### config.mk
export PLATFORM = sky130hd
export DESIGN_NAME = mux4_rr_arbiter
export DESIGN_NICKNAME = d
export VERILOG_FILES = /design/src/rtl/mux4_arb_pkg.sv /design/src/rtl/rr_pick4.sv /design/src/rtl/mux4_rr_arbiter.sv
export SDC_FILE = /design/constraint.sdc
export NUM_CORES = 1
export LEC_CHECK = 0
export CORE_MARGIN = 2
export CORE_UTILIZATION = 42
export CTS_CLUSTER_SIZE = 20
export DETAILED_ROUTE_END_ITERATION = 10
export PLACE_DENSITY_LB_ADDON = 0.2
export SETUP_SLACK_MARGIN = 0.2
export SYNTH_ARGS = -nofsm -noshare
export SYNTH_HDL_FRONTEND = slang
export SYNTH_SLANG_ARGS = --single-unit
### constraint.sdc
create_clock -name clk -period 2 [get_ports clk]
set_input_delay 0.4 -clock clk [delete_from_list [all_inputs] [get_ports clk]]
set_output_delay 0.4 -clock clk [all_outputs]
set_load 0.03 [all_outputs]
### src/rtl/mux4_arb_pkg.sv
// Shared types and constants for the 4-requester round-robin mux arbiter.
package mux4_arb_pkg;

  localparam int NUM_REQ = 4;
  localparam int SEL_W   = 2;

  typedef enum logic {
    IDLE  = 1'b0,
    GRANT = 1'b1
  } state_t;

endpackage : mux4_arb_pkg

### src/rtl/rr_pick4.sv
// Rotate-and-priority selector: finds the first asserted request starting at
// index ptr and wrapping modulo 4. Purely combinational.
module rr_pick4
  import mux4_arb_pkg::*;
(
  input  logic [NUM_REQ-1:0] req,
  input  logic [SEL_W-1:0]   ptr,
  output logic               any,
  output logic [SEL_W-1:0]   idx
);

  logic [2*NUM_REQ-1:0] w_dbl;
  logic [NUM_REQ-1:0]   w_rot;
  logic [SEL_W-1:0]     w_off;

  // Doubling the vector lets a plain part-select perform the rotation.
  assign w_dbl = {req, req};
  assign w_rot = w_dbl[ptr +: NUM_REQ];

  // Lowest set bit of the rotated vector is the offset from ptr.
  always_comb begin
    w_off = 2'd0;
    if (w_rot[0]) begin
      w_off = 2'd0;
    end else if (w_rot[1]) begin
      w_off = 2'd1;
    end else if (w_rot[2]) begin
      w_off = 2'd2;
    end else if (w_rot[3]) begin
      w_off = 2'd3;
    end else begin
      w_off = 2'd0;
    end
  end

  assign any = |req;
  // Two-bit addition wraps 3 -> 0 naturally.
  assign idx = ptr + w_off;

endmodule : rr_pick4

### src/rtl/mux4_rr_arbiter.sv
// Round-robin arbiter and select sequencer for the shared 4-to-1 data mux.
// Optional hold-limit (timeout) feature: define MUX4_ARB_TIMEOUT_EN.
module mux4_rr_arbiter
  import mux4_arb_pkg::*;
#(
  parameter int MAX_HOLD = 15,
  parameter int CNT_W    = 8
) (
  input  logic               clk,
  input  logic               rst,
  input  logic [NUM_REQ-1:0] req,
  input  logic               done,
  output logic [NUM_REQ-1:0] gnt,
  output logic [SEL_W-1:0]   sel,
  output logic               busy,
  output logic               timeout
);

  state_t             r_state;
  logic [NUM_REQ-1:0] r_gnt;
  logic [SEL_W-1:0]   r_sel;
  logic               r_busy;
  logic               r_timeout;
  logic [SEL_W-1:0]   r_ptr;

  logic               w_any;
  logic [SEL_W-1:0]   w_idx;
  logic               w_rel_normal;
  logic               w_hold_expire;

  rr_pick4 u_pick (
    .req (req),
    .ptr (r_ptr),
    .any (w_any),
    .idx (w_idx)
  );

  // Consumer completion or requester withdrawal ends the grant.
  assign w_rel_normal = done | ~req[r_sel];

`ifdef MUX4_ARB_TIMEOUT_EN
  logic [CNT_W-1:0] r_cnt;

  // Hold counter: counts GRANT cycles, zero whenever the grant is not continuing.
  always_ff @(posedge clk) begin
    if (rst) begin
      r_cnt <= '0;
    end else if ((r_state == GRANT) && !w_rel_normal && !w_hold_expire) begin
      r_cnt <= r_cnt + CNT_W'(1);
    end else begin
      r_cnt <= '0;
    end
  end

  // The grant has used its last allowed cycle.
  assign w_hold_expire = (r_state == GRANT) && (r_cnt == CNT_W'(MAX_HOLD - 1));
`else
  // Without the hold limit the grant never expires; the sizing parameters
  // only fold into a constant zero here.
  assign w_hold_expire = (MAX_HOLD < 0) && (CNT_W < 0);
`endif

  // Arbitration FSM; every output comes straight from a register.
  always_ff @(posedge clk) begin
    if (rst) begin
      r_state   <= IDLE;
      r_gnt     <= '0;
      r_sel     <= '0;
      r_busy    <= 1'b0;
      r_timeout <= 1'b0;
      r_ptr     <= '0;
    end else begin
      case (r_state)
        IDLE: begin
          r_timeout <= 1'b0;
          if (w_any) begin
            r_state <= GRANT;
            r_gnt   <= NUM_REQ'(1) << w_idx;
            r_sel   <= w_idx;
            r_busy  <= 1'b1;
          end else begin
            // sel keeps the last index so the mux output does not glitch.
            r_state <= IDLE;
            r_gnt   <= '0;
            r_busy  <= 1'b0;
          end
        end
        GRANT: begin
          if (w_rel_normal) begin
            r_state   <= IDLE;
            r_gnt     <= '0;
            r_busy    <= 1'b0;
            r_timeout <= 1'b0;
            r_ptr     <= r_sel + 2'd1;
          end else if (w_hold_expire) begin
            r_state   <= IDLE;
            r_gnt     <= '0;
            r_busy    <= 1'b0;
            r_timeout <= 1'b1;
            r_ptr     <= r_sel + 2'd1;
          end else begin
            r_state   <= GRANT;
            r_timeout <= 1'b0;
          end
        end
        default: begin
          r_state   <= IDLE;
          r_gnt     <= '0;
          r_busy    <= 1'b0;
          r_timeout <= 1'b0;
        end
      endcase
    end
  end

  assign gnt     = r_gnt;
  assign sel     = r_sel;
  assign busy    = r_busy;
  assign timeout = r_timeout;

endmodule : mux4_rr_arbiter

==> flow_summary.ini <==
[run_status]
status = complete, no violations

[synth]
synth.cell_area_um2 = 626
synth_top_family_by_area = simple AND/OR/NAND/NOR gates
synth_nets = 81
synth.area.mux_share_pct = 5.20
netlist_instances = 73
yosys.area_share.simple_pct = 22.2
synth.avg_cell_area_um2 = 8.57
synth-warning-count = 0
seq_area_frac_synth_pct = 32.0
ys_seq_elements = 10
synth_compound_area_share_pct = 21.8
synthXorXnorAreaFrac_pct = 4.20
yosys.area_share.adder_pct = 2.00
ys_types = 29

[worst_setup_path]
ff2ff_path_depth = 8
end_kind = flop
crit_arrival_ns = 1.95
rrSetupSlack_ns = 0.22
worstSetupPathType = primary input to flop
slowest_delay_ns = 0.28
start_kind = primary input
critPathMaxFanout = 5
critPathLaunch = req[3]
cpMostUsedCell = xnor2_2
rr_endpoint = gnt[1]
cp.required_ns = 2.15
critPathSlowestCell = a32o_1
r2r-start = r_ptr[0]
crit_chain = clkdlybuf4s15_2 -> inv_2 -> nor3_1 -> a31oi_1 -> a21oi_1 -> a211o_1 -> ha_2 -> xnor2_2 -> xnor2_2 -> a32o_1

[sta]
hold_viol = 0
clock_skew_ns = 0.00264
final-setup-viol-count = 0
finalWorstPathRequiredPeriod_ns = 1.80
fmax_mhz = 556
worst_slack_ns = 0.202
tns_ns = 0
rsz0062_at_grt = yes
slew_violations = 0
period_share_pct = 89.9

[routing]
first_iter_violations = 9
via_count = 602
drtAntennaViolNets = 0
firstDrtPassIters = 4
routed_wl_mm = 1.36
vias_per_cell = 5.52
wl_per_cell_um = 12.5
drc = 0

[pwr]
p_leak_nw = 0.373
power.internal_w = 0.000432
swShare_pct = 35.4
vdd_drop_max_uv = 434
p_switching_w = 0.000237
pwr-share-comb_pct = 42.4
power.share.clock_pct = 19.6
power-per-cell-area_nw_per_um2 = 775
seqPwrFrac_pct = 38.0

[finish]
nNetsFinal = 104
area_growth_pct = 37.8
mostFrequentLayoutCells = 10 x nor2_1, 10 x buf_4, 9 x dfxtp_1, 7 x clkdlybuf4s50_1, 6 x nand2_1
drive_gt1_share_pct = 37.2
fillCellCount = 121
antenna_cells = 0

[hold_path]
whs_endpoint = gnt[3]
hold_depth = 2
worstHoldStart = gnt[3]
hold_class = flop to flop

[grt]
grt_max_degree = 10
grt_overflow = 0
grt_antenna_before_repair = 0
grt_pass1_vias = 545
grt_pass1_wl_mm = 2.29
grtUsageTotal_pct = 16.7

[clock_network]
clock_latency_ns = 0.26
cts_setup_buffers = 0
clk_pin_slew_worst_paths_ns = 0.06
cts_buffers = 3
cts_buffer_depth = 2
ctsRootBufferMaster = clkbuf_4
cts_tree = built
clkSinkCount = 10
h-tree-depth = 1

[flow_run]
cap_violations = 0

[floorplan]
core-area_um2 = 1350
design.die.area_um2 = 1810
fp.dieH_um = 42.6
io_pins = 15
start_util_pct = 46.3
rows = 13
die_w_um = 42.6

[placed_design]
place_congestion = 0.885
port_buffers = 13
post-place-ws_ns = -0.387
post-dp-hpwl_mm = 1.03
cells in the mapped netlist:
library cell | n | area [µm²]
a211o_1 | 1 | 8.76
a211oi_1 | 2 | 15.0
a211oi_2 | 1 | 12.5
a21o_1 | 2 | 15.0
a21oi_1 | 4 | 20.0
a22o_1 | 1 | 8.76
a31oi_1 | 1 | 6.26
a32o_1 | 1 | 10.0
a32oi_1 | 1 | 8.76
and2_4 | 1 | 8.76
buf_4 | 1 | 7.51
buf_6 | 5 | 56.3
conb_1 | 1 | 3.75
dfxtp_1 | 10 | 200
ha_1 | 1 | 12.5
inv_1 | 3 | 11.3
mux2i_1 | 1 | 10.0
mux4_2 | 1 | 22.5
nand2_1 | 7 | 26.3
nand2b_1 | 2 | 12.5
nand2b_2 | 1 | 8.76
nor2_1 | 13 | 48.8
nor3_1 | 3 | 15.0
nor3b_2 | 1 | 12.5
nor4_1 | 1 | 6.26
o21ai_0 | 1 | 5.00
o32ai_1 | 2 | 17.5
o41ai_1 | 1 | 8.76
xnor2_1 | 3 | 26.3
critical path: cells and delay by family:
kind	cells	cell delay [ns]
simple gates	1	0.05
xor+xnor	2	0.32
buf+inv	2	0.27
compound gates	4	0.73
fa+ha+maj	1	0.18
logic make-up after synthesis:
family                   count (synthesis)
adder cells (fa/ha/maj)                  1
AO/OA/AOI/OAI                           18
XOR/XNOR                                 3
other                                    1
multiplexers                             2
AND/OR/NAND/NOR                         29
buffers and inverters                    9
flip-flops                              10
timing repair:
action,in CTS,in global routing
resized for setup,24,4
endpoints found under the setup margin,9,6
hold buffers,0,0
pin swaps,5,1
layer usage:
metal	GRT usage [%]	wire length, µm
met1	19.3	576
met2	29.8	703
met4	9.38	34
met5	0	0
met3	1.29	47
per-stage QoR:
stage	util (%)	hold slack, ns	total power (W)	area (µm²)	cells
2_1_floorplan	-	0.467	0.000450	649	73
3_3_place_gp	60.2	0.437	0.000532	813	106
3_5_place_dp	60.2	0.439	0.000535	813	106
4_1_cts	62.9	0.459	0.000672	850	109
5_1_grt	63.9	0.469	0.000708	862	109
6_report	63.9	0.457	0.000668	862	109
how the worst max path moves through the flow:
stage,end,depth (start not counted)
2_1_floorplan,gnt[1],10
3_3_place_gp,gnt[1],9
3_5_place_dp,gnt[1],10
4_1_cts,gnt[1],9
5_1_grt,gnt[1],10
6_report,gnt[1],10
power by group through the flow:
| stage | sequential, W | combinational [W] | clock, W |
|---|---|---|---|
| 2_1_floorplan | 0.000294 | 0.000156 | 0 |
| 3_3_place_gp | 0.000256 | 0.000276 | 0 |
| 3_5_place_dp | 0.000257 | 0.000278 | 0 |
| 4_1_cts | 0.000253 | 0.000281 | 0.000138 |
| 5_1_grt | 0.000258 | 0.000307 | 0.000142 |
| 6_report | 0.000254 | 0.000284 | 0.000131 |
final cells by class:
class | instances | area [µm²] | share of cell area [%]
multi-input combinational | 54 | 402 | 46.6
tap | 15 | 18.8 | 2.18
timing repair buffer | 24 | 204 | 23.7
clock buffer | 3 | 22.5 | 2.61
inverter | 3 | 11.3 | 1.31
sequential | 10 | 204 | 23.7
flip-flops by register name, indices dropped and copies added, names as in the netlist:
name / flops
gnt: 4
r_ptr: 2
sel: 2
busy: 1
r_state: 1
Power figures use the tool's default switching activity.
